$ cat src/rtl/ps2_pkg.sv
// ps2_pkg
// Shared definitions for the PS/2 keyboard front end:
//   - scan-code constants used by the byte decoder and mode-flag logic
//   - frame-receiver FSM state encoding
package ps2_pkg;

    localparam logic [7:0] SC_F1    = 8'h05;
    localparam logic [7:0] SC_F2    = 8'h06;
    localparam logic [7:0] SC_F3    = 8'h04;
    localparam logic [7:0] SC_ESC   = 8'h76;
    localparam logic [7:0] SC_ENTER = 8'h5A;
    localparam logic [7:0] SC_BREAK = 8'hF0;
    localparam logic [7:0] SC_EXT   = 8'hE0;

    typedef enum logic [1:0] {
        ST_IDLE   = 2'd0,
        ST_DATA   = 2'd1,
        ST_PARITY = 2'd2,
        ST_STOP   = 2'd3
    } rx_state_t;

endpackage

$ cat src/rtl/ps2_rx_frame.sv
// ps2_rx_frame
// Receives one 11-bit PS/2 frame at a time: synchronises ps2c/ps2d,
// glitch-filters ps2c, samples data on filtered falling edges, checks
// odd parity and the stop bit, and abandons stalled frames.
// Ports:
//   i_clk, i_rst_n     - system clock, asynchronous active-low reset
//   i_ps2c, i_ps2d     - raw asynchronous PS/2 clock and data
//   o_byte_valid       - one-cycle strobe, o_rx_byte holds a good byte
//   o_rx_byte          - received data byte (registered)
//   o_frame_err        - one-cycle strobe on parity/stop error or timeout
module ps2_rx_frame
    import ps2_pkg::*;
#(
    parameter int FILT        = 8,
    parameter int TIMEOUT_CYC = 100000
) (
    input  logic       i_clk,
    input  logic       i_rst_n,
    input  logic       i_ps2c,
    input  logic       i_ps2d,
    output logic       o_byte_valid,
    output logic [7:0] o_rx_byte,
    output logic       o_frame_err
);

    localparam int CW = (FILT > 1) ? $clog2(FILT) : 1;
    localparam int WW = $clog2(TIMEOUT_CYC + 1);

    logic [1:0]    r_c_sync;
    logic [1:0]    r_d_sync;
    logic          r_filt;
    logic          r_filt_q;
    logic [CW-1:0] r_fcnt;

    rx_state_t     r_state;
    logic [2:0]    r_bitcnt;
    logic [7:0]    r_shift;
    logic          r_par;
    logic [WW-1:0] r_wd;

    logic          w_fall;
    logic          w_d;

    // Bus idles high, so synchronisers and filter reset to 1 to avoid a
    // false falling edge straight out of reset.
    always_ff @(posedge i_clk or negedge i_rst_n) begin
        if (!i_rst_n) begin
            r_c_sync <= 2'b11;
            r_d_sync <= 2'b11;
            r_filt   <= 1'b1;
            r_filt_q <= 1'b1;
            r_fcnt   <= '0;
        end else begin
            r_c_sync <= {r_c_sync[0], i_ps2c};
            r_d_sync <= {r_d_sync[0], i_ps2d};
            r_filt_q <= r_filt;
            // Flip the filtered level only after FILT consecutive samples
            // that disagree with it; any agreeing sample restarts the count.
            if (r_c_sync[1] != r_filt) begin
                if (r_fcnt == CW'(FILT - 1)) begin
                    r_filt <= r_c_sync[1];
                    r_fcnt <= '0;
                end else begin
                    r_fcnt <= r_fcnt + 1'b1;
                end
            end else begin
                r_fcnt <= '0;
            end
        end
    end

    assign w_fall = r_filt_q & ~r_filt;
    assign w_d    = r_d_sync[1];

    always_ff @(posedge i_clk or negedge i_rst_n) begin
        if (!i_rst_n) begin
            r_state      <= ST_IDLE;
            r_bitcnt     <= '0;
            r_shift      <= '0;
            r_par        <= 1'b0;
            r_wd         <= '0;
            o_byte_valid <= 1'b0;
            o_rx_byte    <= '0;
            o_frame_err  <= 1'b0;
        end else begin
            o_byte_valid <= 1'b0;
            o_frame_err  <= 1'b0;
            if (r_state == ST_IDLE) begin
                r_wd <= '0;
                // A falling edge with data high is a spurious edge: ignore.
                if (w_fall && !w_d) begin
                    r_state  <= ST_DATA;
                    r_bitcnt <= '0;
                end
            end else if (w_fall) begin
                r_wd <= '0;
                case (r_state)
                    ST_DATA: begin
                        r_shift  <= {w_d, r_shift[7:1]};
                        r_bitcnt <= r_bitcnt + 1'b1;
                        if (r_bitcnt == 3'd7) r_state <= ST_PARITY;
                    end
                    ST_PARITY: begin
                        r_par   <= w_d;
                        r_state <= ST_STOP;
                    end
                    ST_STOP: begin
                        if ((^{r_shift, r_par}) && w_d) begin
                            o_byte_valid <= 1'b1;
                            o_rx_byte    <= r_shift;
                        end else begin
                            o_frame_err  <= 1'b1;
                        end
                        r_state <= ST_IDLE;
                    end
                    default: r_state <= ST_IDLE;
                endcase
            end else if (r_wd == WW'(TIMEOUT_CYC - 1)) begin
                // Keyboard stopped clocking mid-frame: drop the partial byte.
                r_state     <= ST_IDLE;
                r_wd        <= '0;
                o_frame_err <= 1'b1;
            end else begin
                r_wd <= r_wd + 1'b1;
            end
        end
    end

endmodule

$ cat src/rtl/ps2_key_decoder.sv
// ps2_key_decoder
// Keyboard front end for the time/date configuration path. Turns received
// PS/2 bytes into one key_code per key release, tracks the one-hot edit
// modes (f1 hour, f2 date, f3 timer) and raises listo_conf when Enter
// confirms an edit.
// Ports:
//   clk, rst           - system clock, asynchronous active-low reset
//   ps2c, ps2d         - raw PS/2 clock and data
//   I_ack              - interrupt acknowledge, clears listo_conf
//   key_code           - last released scan code (held between ticks)
//   got_code_tick      - one-cycle strobe, key_code valid same cycle
//   f1, f2, f3         - one-hot edit-mode flags
//   listo_conf         - sticky configuration-done request
//   frame_err          - one-cycle strobe on a rejected frame
module ps2_key_decoder
    import ps2_pkg::*;
#(
    parameter int FILT        = 8,
    parameter int TIMEOUT_CYC = 100000
) (
    input  logic       clk,
    input  logic       rst,
    input  logic       ps2c,
    input  logic       ps2d,
    input  logic       I_ack,
    output logic [7:0] key_code,
    output logic       got_code_tick,
    output logic       f1,
    output logic       f2,
    output logic       f3,
    output logic       listo_conf,
    output logic       frame_err
);

    logic       w_byte_valid;
    logic [7:0] w_rx_byte;
    logic       w_frame_err;
    logic       w_set_listo;
    logic       r_brk;

    ps2_rx_frame #(
        .FILT        (FILT),
        .TIMEOUT_CYC (TIMEOUT_CYC)
    ) u_rx (
        .i_clk        (clk),
        .i_rst_n      (rst),
        .i_ps2c       (ps2c),
        .i_ps2d       (ps2d),
        .o_byte_valid (w_byte_valid),
        .o_rx_byte    (w_rx_byte),
        .o_frame_err  (w_frame_err)
    );

    assign frame_err = w_frame_err;

    // Only break codes produce a tick; E0 is transparent so extended keys
    // decode by their base code, and make/typematic bytes are dropped.
    always_ff @(posedge clk or negedge rst) begin
        if (!rst) begin
            r_brk         <= 1'b0;
            key_code      <= '0;
            got_code_tick <= 1'b0;
        end else begin
            got_code_tick <= 1'b0;
            if (w_byte_valid) begin
                if (w_rx_byte == SC_BREAK) begin
                    r_brk <= 1'b1;
                end else if (w_rx_byte != SC_EXT && r_brk) begin
                    key_code      <= w_rx_byte;
                    got_code_tick <= 1'b1;
                    r_brk         <= 1'b0;
                end
            end
        end
    end

    assign w_set_listo = got_code_tick && (key_code == SC_ENTER) && (f1 | f2 | f3);

    always_ff @(posedge clk or negedge rst) begin
        if (!rst) begin
            f1 <= 1'b0;
            f2 <= 1'b0;
            f3 <= 1'b0;
        end else if (got_code_tick) begin
            case (key_code)
                SC_F1:    {f1, f2, f3} <= 3'b100;
                SC_F2:    {f1, f2, f3} <= 3'b010;
                SC_F3:    {f1, f2, f3} <= 3'b001;
                SC_ESC:   {f1, f2, f3} <= 3'b000;
                SC_ENTER: if (f1 | f2 | f3) {f1, f2, f3} <= 3'b000;
                default:  ;
            endcase
        end
    end

    // A new request beats a simultaneous acknowledge so it is never lost.
    always_ff @(posedge clk or negedge rst) begin
        if (!rst) begin
            listo_conf <= 1'b0;
        end else if (w_set_listo) begin
            listo_conf <= 1'b1;
        end else if (I_ack) begin
            listo_conf <= 1'b0;
        end
    end

endmodule

$ cat config.mk
export PLATFORM = sky130hd
export DESIGN_NAME = ps2_key_decoder
export DESIGN_NICKNAME = d
export VERILOG_FILES = /design/src/rtl/ps2_pkg.sv /design/src/rtl/ps2_rx_frame.sv /design/src/rtl/ps2_key_decoder.sv
export SDC_FILE = /design/constraint.sdc
export NUM_CORES = 1
export LEC_CHECK = 0
export CORE_ASPECT_RATIO = 0.7
export CORE_MARGIN = 1.5
export CORE_UTILIZATION = 30
export DETAILED_ROUTE_END_ITERATION = 16
export SETUP_SLACK_MARGIN = 0.15
export SLEW_MARGIN = 20
export SYNTH_ARGS = -nofsm -noshare
export SYNTH_HDL_FRONTEND = slang
export SYNTH_SLANG_ARGS = --single-unit
$ cat constraint.sdc
create_clock -name clk -period 2.1 [get_ports clk]
set_clock_uncertainty 0.05 [all_clocks]
set_input_delay 0.315 -clock clk [delete_from_list [all_inputs] [get_ports clk]]
set_output_delay 0.315 -clock clk [all_outputs]
set_load 0.02 [all_outputs]
==> metrics.txt, run 1 <==
# TYPE chip_impl_metric gauge
chip_impl_metric{name="path_max_fanout",unit=""} 8
chip_impl_metric{name="dieHeight",unit="um"} 87.0
chip_impl_metric{name="route.vias.total",unit=""} 2027
chip_impl_metric{name="die-width",unit="um"} 123
chip_impl_info{name="dominantRegCellSynth",value="dfrtp_1"} 1
chip_impl_metric{name="reg2reg_setup_slack",unit="ps"} 140
chip_impl_metric{name="place_congestion",unit=""} 0.790
chip_impl_metric{name="postRouteAntennaNets",unit=""} 0
chip_impl_metric{name="insertion_delay",unit="ps"} 320
chip_impl_metric{name="synth_warnings",unit=""} 0
chip_impl_info{name="regToRegStartpoint",value="u_rx.r_wd[12]"} 1
chip_impl_metric{name="fmaxAchievable",unit="GHz"} 0.511
chip_impl_metric{name="htree_num_levels",unit=""} 3
chip_impl_metric{name="final-setup-viol-count",unit=""} 0
chip_impl_metric{name="synth_area_per_cell",unit="um^2"} 12.1
chip_impl_metric{name="setup_ws",unit="ps"} 143
chip_impl_metric{name="std_cell_rows",unit=""} 30
chip_impl_info{name="run_status",value="completed"} 1
chip_impl_info{name="holdPathEnd",value="u_rx.r_c_sync[1]"} 1
chip_impl_metric{name="setup_tns",unit="ps"} 0
chip_impl_info{name="worst-setup-path-type",value="flop to flop"} 1
chip_impl_info{name="cts_root_buf",value="clkbuf_16"} 1
chip_impl_metric{name="hpwlAfterDp",unit="um"} 3870
chip_impl_metric{name="filler_cell_count",unit=""} 920
chip_impl_metric{name="totalWireLength",unit="um"} 5890
chip_impl_metric{name="power.density_cell_area",unit="nW/um^2"} 1060
chip_impl_info{name="crit_path_start_kind",value="flop"} 1
chip_impl_metric{name="drive_gt1_share",unit="%"} 28.6
chip_impl_metric{name="gr-total-overflow",unit=""} 0
chip_impl_metric{name="min_period",unit="ps"} 1960
chip_impl_metric{name="track_usage",unit="%"} 11.9
chip_impl_metric{name="report.final.slew_viol_count",unit=""} 0
chip_impl_metric{name="post_cts_clock_slew_at_the_launch_and_capture_registers_of_the_worst_setup_and_hold_paths",unit="ps"} 50
chip_impl_metric{name="max-slew-margin-rel",unit="%"} 69.4
chip_impl_metric{name="post_synth_design_cell_area",unit="um^2"} 3030
chip_impl_metric{name="ff2ff_path_depth",unit=""} 5
chip_impl_metric{name="synth_compound_area_share",unit="%"} 6.57
chip_impl_metric{name="grt_first_pass_wirelength",unit="um"} 9640
chip_impl_metric{name="critPathRequiredTime",unit="ps"} 2260
chip_impl_info{name="synth_top_family_by_area",value="simple AND/OR/NAND/NOR gates"} 1
chip_impl_metric{name="place_ws",unit="ps"} 177
chip_impl_metric{name="fin_crit_sh",unit="%"} 93.2
chip_impl_metric{name="start_util",unit="%"} 31.0
chip_impl_metric{name="synth_enable_flop_cells",unit=""} 0
chip_impl_metric{name="port-buffer-count",unit=""} 18
chip_impl_metric{name="ys_seq_elements",unit=""} 64
chip_impl_info{name="hp-class",value="flop to flop"} 1
chip_impl_metric{name="first_global_vias",unit=""} 1944
chip_impl_metric{name="min_delay_path_depth",unit=""} 0
chip_impl_info{name="crit_path_end_kind",value="flop"} 1
chip_impl_metric{name="detail_route.vias_per_cell",unit=""} 4.85
chip_impl_metric{name="synth.distinct_cells",unit=""} 50
chip_impl_metric{name="synth_sequential_area_ratio",unit="%"} 53.2
chip_impl_metric{name="async_flop_share",unit="%"} 100
chip_impl_metric{name="pin_count",unit=""} 19
chip_impl_metric{name="avgRoutedWirePerCell",unit="um"} 14.1
chip_impl_metric{name="drc",unit=""} 0
chip_impl_info{name="min_from",value="u_rx.r_c_sync[0]"} 1
chip_impl_metric{name="grt_start_max_net_pins",unit=""} 48
chip_impl_info{name="r2r-end",value="u_rx.r_wd[11]"} 1
chip_impl_metric{name="timing_worst_slew_pin_value",unit="ps"} 459
chip_impl_metric{name="share_of_synthesized_cell_area_in_and_or_nand_and_nor_gates",unit="%"} 15.0
chip_impl_metric{name="firstDrtPassIters",unit=""} 4
chip_impl_metric{name="design.final.nets",unit=""} 301
chip_impl_metric{name="worst_vdd_ir",unit="mV"} 0.462
chip_impl_metric{name="power.static_leakage",unit="nW"} 1.71
chip_impl_info{name="grt_setup_unrepaired",value="true"} 1
chip_impl_metric{name="max_cap_viol_count",unit=""} 0
chip_impl_metric{name="detailedRoute.firstIterationViolations",unit=""} 169
chip_impl_metric{name="number_of_antenna_violations_at_the_first_check_in_global_routing",unit=""} 0
chip_impl_metric{name="synth.area.mux_share",unit="%"} 11.9
chip_impl_metric{name="diodes",unit=""} 0
chip_impl_metric{name="whs",unit="ps"} 300
chip_impl_metric{name="regArea",unit="um^2"} 1610
chip_impl_metric{name="tritoncts_num_sinks",unit=""} 64
chip_impl_metric{name="yosys.area_share.adder",unit="%"} 4.55
chip_impl_metric{name="multi_input_comb_area",unit="um^2"} 1440
chip_impl_metric{name="synth_xor_area_share",unit="%"} 6.90
chip_impl_metric{name="hold_viol_final",unit=""} 0
chip_impl_info{name="tritoncts",value="built"} 1
chip_impl_metric{name="area_delta_synth_final",unit="%"} 27.2
chip_impl_metric{name="post_synth_inst_count",unit=""} 251
chip_impl_metric{name="critical_path_data_arrival_time",unit="ps"} 2120
chip_impl_metric{name="syn_nets",unit=""} 267
chip_impl_metric{name="max-clock-path-buffers",unit=""} 2
chip_impl_metric{name="die_area",unit="um^2"} 10700
chip_impl_metric{name="core_area",unit="um^2"} 9760
chip_impl_metric{name="finalCoreUtilization",unit="%"} 39.5
chip_impl_metric{name="numCtsBuffers",unit=""} 9
## cell families after synthesis
logic type | Yosys count
buffers and inverters | 13
multiplexers | 32
adder cells (fa/ha/maj) | 11
AND/OR/NAND/NOR | 83
flip-flops | 64
XOR/XNOR | 19
AO/OA/AOI/OAI | 29
## worst max-delay path, stage by stage, from the launching register on
cell and delay (ps):
dfrtp_1 430, or4b_4 550, nor4b_4 260, a311o_2 330, clkbuf_16 190, nor2_2 40
## power breakdown
| part | internal (mW) | switching (mW) |
|---|---|---|
| logic | 0.546 | 0.525 |
| registers | 1.41 | 0.159 |
| clock network | 0.925 | 0.507 |
## registers in the layout (all words and copies together) (netlist names)
register	flops
u_rx.r_wd	17
u_rx.r_state	2
r_brk	1
u_rx.r_fcnt	3
u_rx.r_bitcnt	3
u_rx.r_filt	1
u_rx.r_c_sync	2
u_rx.r_shift	8
listo_conf	1
u_rx.o_byte_valid	1
u_rx.r_par	1
f2	1
f1	1
key_code	8
u_rx.r_filt_q	1
f3	1
u_rx.o_rx_byte	8
u_rx.o_frame_err	1
got_code_tick	1
u_rx.r_d_sync	2
## final cells by class
cell class / count / share of cell area [%]
Clock buffer: 14 / 7.37
Clock inverter: 2 / 0.325
Inverter: 7 / 0.682
Multi-Input combinational cell: 174 / 37.4
Sequential cell: 64 / 41.8
Tap cell: 128 / 4.16
Timing Repair Buffer: 29 / 8.32
## through the flow
step | cells | instance area [um^2] | power [mW]
6_report | 418 | 3850 | 4.07
5_1_grt | 418 | 3850 | 4.34
4_1_cts | 414 | 3710 | 3.94
3_5_place_dp | 397 | 3400 | 2.48
3_3_place_gp | 397 | 3400 | 2.45
2_1_floorplan | 251 | 3030 | 2.23
## placed cells by master, fill, tap and decap left out, drive strengths merged, types with 3 or more instances in the layout
| cell | count |
|---|---|
| or3 | 3 |
| nand3 | 6 |
| o21ai | 6 |
| nor3b | 3 |
| nand2 | 18 |
| and3 | 3 |
| mux2 | 29 |
| xnor2 | 8 |
| dfrtp | 58 |
| dfstp | 6 |
| nor4 | 3 |
| ha | 11 |
| nor2 | 18 |
| xor2 | 8 |
| a21oi | 6 |
| clkdlybuf4s50 | 17 |
| inv | 7 |
| nor3 | 3 |
| mux2i | 3 |
| nor2b | 4 |
| nand4 | 8 |
| buf | 9 |
| clkbuf | 16 |
## metal layers
metal  vias to the layer above  track usage [%]  wire length [um]
li1                        973                -                 -
met1                      1011             16.6              2960
met2                        35             16.2              2600
met3                         8             4.91               245
met4                         0             4.49                88
met5                         -                0                 0
## synth_stat cells, drive strengths merged (2+ instances only)
cell,number,area share (%)
dfrtp,58,48
mux2,29,11
nand2,18,2.2
nor2,18,2.2
ha,11,4.5
nand4,8,1.7
xnor2,8,2.3
xor2,8,2.3
inv,7,0.87
a21oi,6,0.99
dfstp,6,5.2
nand3,6,0.99
o21ai,6,0.99
clkbuf,4,0.50
nor2b,4,0.83
and3,3,0.62
mux2i,3,0.99
nor3,3,0.50
nor3b,3,0.74
nor4,3,0.62
or3,3,0.62
a31oi,2,0.41
buf,2,0.50
nand2b,2,0.41
nand4b,2,0.58
nor4b,2,0.79
o21bai,2,0.50
o31ai,2,0.50
o32ai,2,0.58
xnor3,2,1.5
## how the worst max path moves through the flow
stage,from,endpoint
2_1_floorplan,u_rx.r_wd[0],u_rx.r_wd[11]
3_3_place_gp,u_rx.r_wd[12],u_rx.r_wd[16]
3_5_place_dp,u_rx.r_wd[12],u_rx.r_wd[5]
4_1_cts,u_rx.r_wd[12],u_rx.r_wd[5]
5_1_grt,u_rx.r_wd[12],u_rx.r_wd[0]
6_report,u_rx.r_wd[12],u_rx.r_wd[11]
## timing repair
item                                   4_1_cts  5_1_grt
buffers inserted                             0        2
resized for setup                            0       24
setup endpoints to repair                    0       19
hold buffers                                 1        0
endpoints found under the hold margin       13        0
Power figures use the tool's default switching activity.
==> inputs of run 2 (changes only) <==
Settings changed: GPL_TIMING_DRIVEN from default to 0, SKIP_LAST_GASP from default to 1.
==> metrics.txt, run 2 (same netlist as run 1, synthesis figures left out) <==
# TYPE chip_impl_metric gauge
chip_impl_info{name="run_status",value="completed"} 1
chip_impl_metric{name="power.density_cell_area",unit="nW/um^2"} 1060
chip_impl_metric{name="drive_gt1_share",unit="%"} 25.0
chip_impl_metric{name="std_cell_rows",unit=""} 30
chip_impl_metric{name="fin_crit_sh",unit="%"} 92.1
chip_impl_metric{name="max-clock-path-buffers",unit=""} 2
chip_impl_metric{name="detailedRoute.firstIterationViolations",unit=""} 151
chip_impl_info{name="cts_root_buf",value="clkbuf_16"} 1
chip_impl_metric{name="grt_first_pass_wirelength",unit="um"} 9620
chip_impl_metric{name="reg2reg_setup_slack",unit="ps"} 170
chip_impl_metric{name="dieHeight",unit="um"} 87.0
chip_impl_metric{name="first_global_vias",unit=""} 1944
chip_impl_metric{name="area_delta_synth_final",unit="%"} 24.9
chip_impl_metric{name="max_cap_viol_count",unit=""} 0
chip_impl_metric{name="pin_count",unit=""} 19
chip_impl_metric{name="detail_route.vias_per_cell",unit=""} 4.82
chip_impl_metric{name="diodes",unit=""} 0
chip_impl_info{name="regToRegStartpoint",value="u_rx.r_wd[0]"} 1
chip_impl_info{name="startpoint",value="u_rx.r_wd[0]"} 1
chip_impl_info{name="crit_path_end_kind",value="flop"} 1
chip_impl_metric{name="number_of_antenna_violations_at_the_first_check_in_global_routing",unit=""} 0
chip_impl_info{name="leading_cell_type_in_the_layout_fill_and_taps_excluded",value="dfrtp_1"} 1
chip_impl_metric{name="numCtsBuffers",unit=""} 9
chip_impl_metric{name="place_congestion",unit=""} 0.775
chip_impl_metric{name="grt_start_max_net_pins",unit=""} 39
chip_impl_metric{name="postRouteAntennaNets",unit=""} 0
chip_impl_metric{name="regArea",unit="um^2"} 1610
chip_impl_metric{name="multi_input_comb_area",unit="um^2"} 1390
chip_impl_metric{name="path_max_fanout",unit=""} 10
chip_impl_metric{name="start_util",unit="%"} 31.0
chip_impl_metric{name="min_period",unit="ps"} 1930
chip_impl_metric{name="setup_tns",unit="ps"} 0
chip_impl_metric{name="worst_vdd_ir",unit="mV"} 0.512
chip_impl_metric{name="insertion_delay",unit="ps"} 330
chip_impl_metric{name="totalWireLength",unit="um"} 5840
chip_impl_metric{name="design.final.nets",unit=""} 303
chip_impl_metric{name="max-slew-margin-rel",unit="%"} 70.1
chip_impl_metric{name="core_area",unit="um^2"} 9760
chip_impl_info{name="hp-class",value="flop to flop"} 1
chip_impl_metric{name="post_route_insts_no_fill",unit=""} 420
chip_impl_metric{name="filler_cell_count",unit=""} 945
chip_impl_metric{name="gr-total-overflow",unit=""} 0
chip_impl_metric{name="critPathRequiredTime",unit="ps"} 2310
chip_impl_metric{name="critical_path_data_arrival_time",unit="ps"} 2140
chip_impl_metric{name="power.static_leakage",unit="nW"} 1.70
chip_impl_metric{name="final-setup-viol-count",unit=""} 0
chip_impl_metric{name="avgRoutedWirePerCell",unit="um"} 13.9
chip_impl_metric{name="whs",unit="ps"} 305
chip_impl_metric{name="tritoncts_num_sinks",unit=""} 64
chip_impl_info{name="worst-setup-path-type",value="flop to flop"} 1
chip_impl_info{name="r2r-end",value="u_rx.r_wd[10]"} 1
chip_impl_metric{name="drc",unit=""} 0
chip_impl_metric{name="port-buffer-count",unit=""} 18
chip_impl_metric{name="overall_power",unit="mW"} 4.01
chip_impl_metric{name="hold_viol_final",unit=""} 0
chip_impl_info{name="crit_path_start_kind",value="flop"} 1
chip_impl_info{name="grt_setup_unrepaired",value="true"} 1
chip_impl_metric{name="route.vias.total",unit=""} 2023
chip_impl_metric{name="timing_worst_slew_pin_value",unit="ps"} 444
chip_impl_metric{name="largest_reg_flops",unit=""} 17
chip_impl_metric{name="die-width",unit="um"} 123
chip_impl_metric{name="firstDrtPassIters",unit=""} 4
chip_impl_info{name="top_register",value="u_rx.r_wd"} 1
chip_impl_metric{name="track_usage",unit="%"} 11.8
chip_impl_info{name="tritoncts",value="built"} 1
chip_impl_metric{name="numPlacedInstances",unit=""} 398
chip_impl_metric{name="ff2ff_path_depth",unit=""} 8
chip_impl_metric{name="post_cts_clock_slew_at_the_launch_and_capture_registers_of_the_worst_setup_and_hold_paths",unit="ps"} 50
chip_impl_metric{name="fmaxAchievable",unit="GHz"} 0.517
chip_impl_info{name="critPathCapture",value="u_rx.r_wd[10]"} 1
chip_impl_info{name="min_from",value="u_rx.r_c_sync[0]"} 1
chip_impl_metric{name="htree_num_levels",unit=""} 3
chip_impl_metric{name="die_area",unit="um^2"} 10700
chip_impl_info{name="most-common-layout-cells",value="dfrtp_1 (57), mux2_2 (28), nor2_1 (18)"} 1
chip_impl_metric{name="hpwlAfterDp",unit="um"} 4130
chip_impl_metric{name="report.final.slew_viol_count",unit=""} 0
[run 2: cell count changes in the layout (fill, tap and decap cells not counted), sizes merged]
cell,change
clkbuf,-4
clkinvlp,+1
clkinv,+3
bufinv,+1
buf,+1
[run 2: worst min path at each step]
stage | end | slack (ps) | cells after the start
after global placement | u_rx.r_c_sync[1] | 300 | 0
after CTS | u_rx.r_c_sync[1] | 310 | 0
after global routing | u_rx.r_c_sync[1] | 310 | 0
final | u_rx.r_c_sync[1] | 310 | 0
after floorplan | f1 | -30 | 0
after detailed placement | listo_conf | 210 | 1
[run 2: cell type report]
type	instances	share of cell area [%]
sequential	64	42.6
multi-input combinational	174	36.9
timing repair buffer	25	6.49
clock buffer	9	5.96
tap	128	4.24
clock inverter	7	1.92
buffer	6	1.26
inverter	7	0.695
[run 2: report_power, final]
part	total, mW	switching (mW)	internal, mW
sequential	1.57	0.157	1.41
combinational	0.972	0.476	0.495
clock	1.46	0.548	0.917
total	4.01	1.18	2.83
[run 2: per-layer routing]
metal | up-vias | wire (um) | global-route usage [%]
met3 | 8 | 247 | 4.45
met5 | - | 0 | 0
met2 | 32 | 2440 | 15.8
li1 | 979 | - | -
met1 | 1004 | 3080 | 17.2
met4 | 0 | 61 | 4.28
[run 2: what timing repair did]
action	in CTS	in global routing
endpoints found under the hold margin	24	0
hold buffers	1	0
setup endpoints to repair	30	23
buffers inserted	3	2
resized for setup	8	9
pin swaps	1	5
[run 2: metrics by stage]
step                setup WS (ps)  instance area (um^2)  util, %
floorplan                     226                  3030        -
global placement            -1430                  3370     34.5
detailed placement           40.4                  3380     34.7
CTS                           156                  3740     38.3
global route                 84.7                  3780     38.7
finish                        166                  3780     38.7
[run 2: worst max-delay path, stage by stage, from the launching register on]
cell and delay (ps):
dfrtp_1 380, ha_2 210, and4_1 190, clkbuf_2 150, and2_1 190, a311o_1 320, buf_6 150, buf_8 130
nor2_1 90
==> inputs of run 3 (changes only) <==
Settings changed: ABC_CLOCK_PERIOD_IN_PS from default to 2100, SYNTH_HIERARCHICAL from default to 1.
==> metrics.txt, run 3 <==
# TYPE chip_impl_metric gauge
chip_impl_info{name="run_status",value="completed"} 1
chip_impl_metric{name="htree_num_levels",unit=""} 3
chip_impl_metric{name="critical_path.n_buffers_inverters",unit=""} 8
chip_impl_info{name="most-common-layout-cells",value="dfrtp_1 (58), clkdlybuf4s50_1 (17), buf_4 (17)"} 1
chip_impl_metric{name="detailroute.wirelength.met2",unit="um"} 2540
chip_impl_metric{name="detailedRoute.firstIterationViolations",unit=""} 88
chip_impl_metric{name="timing_worst_slew_pin_value",unit="ps"} 467
chip_impl_metric{name="ys_seq_elements",unit=""} 64
chip_impl_info{name="synth.top_cells.by_area",value="dfrtp_1 (46%), mux2_2 (6.8%), dfstp_2 (5.0%)"} 1
chip_impl_metric{name="seq_power_share",unit="%"} 39.1
chip_impl_metric{name="port-buffer-count",unit=""} 18
chip_impl_metric{name="totalWireLength",unit="um"} 6100
chip_impl_metric{name="max-clock-path-buffers",unit=""} 2
chip_impl_info{name="top_register",value="u_rx/r_wd"} 1
chip_impl_metric{name="start_util",unit="%"} 30.6
chip_impl_metric{name="min_period",unit="ps"} 1980
chip_impl_metric{name="combPwrFrac",unit="%"} 24.0
chip_impl_info{name="synthMostInstantiatedCell",value="dfrtp_1"} 1
chip_impl_metric{name="core_area",unit="um^2"} 10300
chip_impl_info{name="crit_path_start_kind",value="flop"} 1
chip_impl_metric{name="power.density_cell_area",unit="nW/um^2"} 928
chip_impl_metric{name="finalCoreUtilization",unit="%"} 39.3
chip_impl_info{name="path_cells",value="inv_2 > buf_4 > buf_4 > buf_4 > buf_4 > buf_4 > buf_4 > buf_6 > ha_4 > nand2_2 > mux2_4"} 1
chip_impl_info{name="grt_setup_unrepaired",value="true"} 1
chip_impl_metric{name="detail_route.vias_per_cell",unit=""} 4.75
chip_impl_metric{name="clockPowerShare",unit="%"} 36.9
chip_impl_info{name="routed.top_layer",value="met4"} 1
chip_impl_metric{name="largest_reg_flops",unit=""} 17
chip_impl_metric{name="worst_vdd_ir",unit="mV"} 0.713
chip_impl_metric{name="first_global_vias",unit=""} 2011
chip_impl_metric{name="firstDrtPassIters",unit=""} 4
chip_impl_metric{name="gr-total-overflow",unit=""} 0
chip_impl_info{name="synthTopCellsByCount",value="dfrtp_1 (58), mux2_2 (19), nand2_1 (18)"} 1
chip_impl_metric{name="switching_power_as_a_share_of_total_power",unit="%"} 28.2
chip_impl_info{name="hp-class",value="flop to flop"} 1
chip_impl_metric{name="m1WireLength",unit="um"} 3270
chip_impl_metric{name="synth_top_area_share",unit="%"} 46.2
chip_impl_metric{name="max_cap_viol_count",unit=""} 0
chip_impl_metric{name="internal_power_summed_over_all_cells",unit="mW"} 2.69
chip_impl_metric{name="synth_sequential_area_ratio",unit="%"} 51.2
chip_impl_metric{name="die-width",unit="um"} 125
chip_impl_metric{name="drc",unit=""} 0
chip_impl_metric{name="pin_count",unit=""} 19
chip_impl_metric{name="post_synth_inst_count",unit=""} 262
chip_impl_metric{name="final-setup-viol-count",unit=""} 0
chip_impl_metric{name="post_cts_clock_slew_at_the_launch_and_capture_registers_of_the_worst_setup_and_hold_paths",unit="ps"} 60
chip_impl_metric{name="synth_enable_flop_cells",unit=""} 0
chip_impl_metric{name="setup_tns",unit="ps"} 0
chip_impl_metric{name="met3_length",unit="um"} 250
chip_impl_metric{name="synth.distinct_cells",unit=""} 57
chip_impl_info{name="dominantRegCellSynth",value="dfrtp_1"} 1
chip_impl_metric{name="area_delta_synth_final",unit="%"} 28.4
chip_impl_metric{name="dieHeight",unit="um"} 88.7
chip_impl_metric{name="number_of_antenna_violations_at_the_first_check_in_global_routing",unit=""} 0
chip_impl_metric{name="report.final.slew_viol_count",unit=""} 0
chip_impl_metric{name="fmaxAchievable",unit="GHz"} 0.504
chip_impl_metric{name="hold_viol_final",unit=""} 0
chip_impl_info{name="synthDominantAreaCellType",value="dfrtp_1"} 1
chip_impl_metric{name="track_usage",unit="%"} 11.8
chip_impl_metric{name="fin_crit_sh",unit="%"} 94.5
chip_impl_metric{name="diodes",unit=""} 0
chip_impl_metric{name="path_max_fanout",unit=""} 2
chip_impl_metric{name="net-switching-power",unit="mW"} 1.06
chip_impl_info{name="tritoncts",value="built"} 1
chip_impl_metric{name="post_synth_design_cell_area",unit="um^2"} 3140
chip_impl_metric{name="critical_path_data_arrival_time",unit="ps"} 2150
chip_impl_metric{name="design.final.nets",unit=""} 326
chip_impl_metric{name="syn_nets",unit=""} 277
chip_impl_metric{name="critPathRequiredTime",unit="ps"} 2270
chip_impl_metric{name="max-slew-margin-rel",unit="%"} 68.6
chip_impl_info{name="crit_path_end_kind",value="flop"} 1
chip_impl_info{name="cts_root_buf",value="clkbuf_16"} 1
chip_impl_metric{name="setup_ws",unit="ps"} 116
chip_impl_info{name="worst-setup-path-type",value="flop to flop"} 1
chip_impl_metric{name="die_area",unit="um^2"} 11100
chip_impl_metric{name="avgRoutedWirePerCell",unit="um"} 13.6
chip_impl_metric{name="numCtsBuffers",unit=""} 9
chip_impl_metric{name="place_congestion",unit=""} 0.723
chip_impl_info{name="leading_cell_type_in_the_layout_fill_and_taps_excluded",value="dfrtp_1"} 1
chip_impl_metric{name="synth_warnings",unit=""} 6
chip_impl_metric{name="tritoncts_num_sinks",unit=""} 64
chip_impl_info{name="cpMaxStageDelayCell",value="dfrtp_1"} 1
chip_impl_metric{name="crit_path_max_cell_delay",unit="ps"} 380
chip_impl_metric{name="async_flop_share",unit="%"} 100
chip_impl_metric{name="route.vias.total",unit=""} 2128
chip_impl_metric{name="place_ws",unit="ps"} -159
chip_impl_metric{name="power.static_leakage",unit="nW"} 1.75
chip_impl_metric{name="hpwlAfterDp",unit="um"} 4020
chip_impl_metric{name="drive_gt1_share",unit="%"} 29.7
chip_impl_info{name="worst_path_most_repeated_cell",value="buf_4"} 1
chip_impl_info{name="critical-path-top-delay-family",value="buffers and inverters"} 1
chip_impl_metric{name="insertion_delay",unit="ps"} 340
chip_impl_metric{name="postRouteAntennaNets",unit=""} 0
chip_impl_metric{name="synth_area_per_cell",unit="um^2"} 12.0
chip_impl_metric{name="std_cell_rows",unit=""} 31
chip_impl_metric{name="grt_first_pass_wirelength",unit="um"} 10200
chip_impl_metric{name="grt_start_max_net_pins",unit=""} 38
run 3: metal layers:
metal  global-route usage, %  vias to the layer above
met5                       0                        -
met3                    5.32                        7
met2                    16.0                       25
met1                    16.9                     1048
li1                        -                     1048
met4                    3.10                        0
run 3: through the flow:
stage	power [mW]	hold WS, ps	cell area [um^2]	cells
floorplan	1.96	-30.6	3160	262
global placement	2.10	296	3500	412
detailed placement	2.13	219	3520	413
CTS	3.71	305	3980	445
global route	3.95	307	4040	448
finish	3.75	304	4040	448
run 3: timing repair:
item	CTS	global route
setup endpoints to repair	29	26
hold endpoints to repair	23	0
hold buffers	1	0
buffers inserted	15	3
resized for setup	19	10
pin swaps	6	6
run 3: cell families after synthesis:
group,share of synthesized area (%)
xor gates and xnor gates,6.69
DFF,51.2
and+or+nand+nor,16.5
AOI/OAI and AO/OA,7.48
muxes,11.5
buffers and inverters,2.67
adders and majority gates,3.98
run 3: final cells by class:
class	instances	area [um^2]
Buffer	9	63.8
Clock buffer	13	260
Inverter	7	26.3
Clock inverter	3	17.5
Fill cell	976	6240
Tap cell	132	165
Sequential cell	64	1610
Multi-Input combinational cell	182	1540
Timing Repair Buffer	38	354
run 3: power groups by stage:
stage / combinational, mW / clock [mW] / sequential (mW)
after floorplan: 0.491 / 0 / 1.47
after global placement: 0.616 / 0 / 1.49
after detailed placement: 0.636 / 0 / 1.49
after CTS: 0.827 / 1.42 / 1.47
after global routing: 0.991 / 1.48 / 1.49
final: 0.898 / 1.38 / 1.47
run 3: final timing paths:
check                                      start               end  slack (ps)  depth (start not counted)
worst max-delay path             u_rx/r_state[0]        u_rx/r_par         120                         11
worst min-delay path            u_rx/r_c_sync[0]  u_rx/r_c_sync[1]         300                          0
worst max register to register   u_rx/r_state[0]        u_rx/r_par         120                         11
min in group asynchronous                    rst  u_rx/r_bitcnt[2]         400                          2
max in group asynchronous                    rst  u_rx/r_d_sync[1]        1010                          3
worst min register to register  u_rx/r_c_sync[0]  u_rx/r_c_sync[1]         300                          0
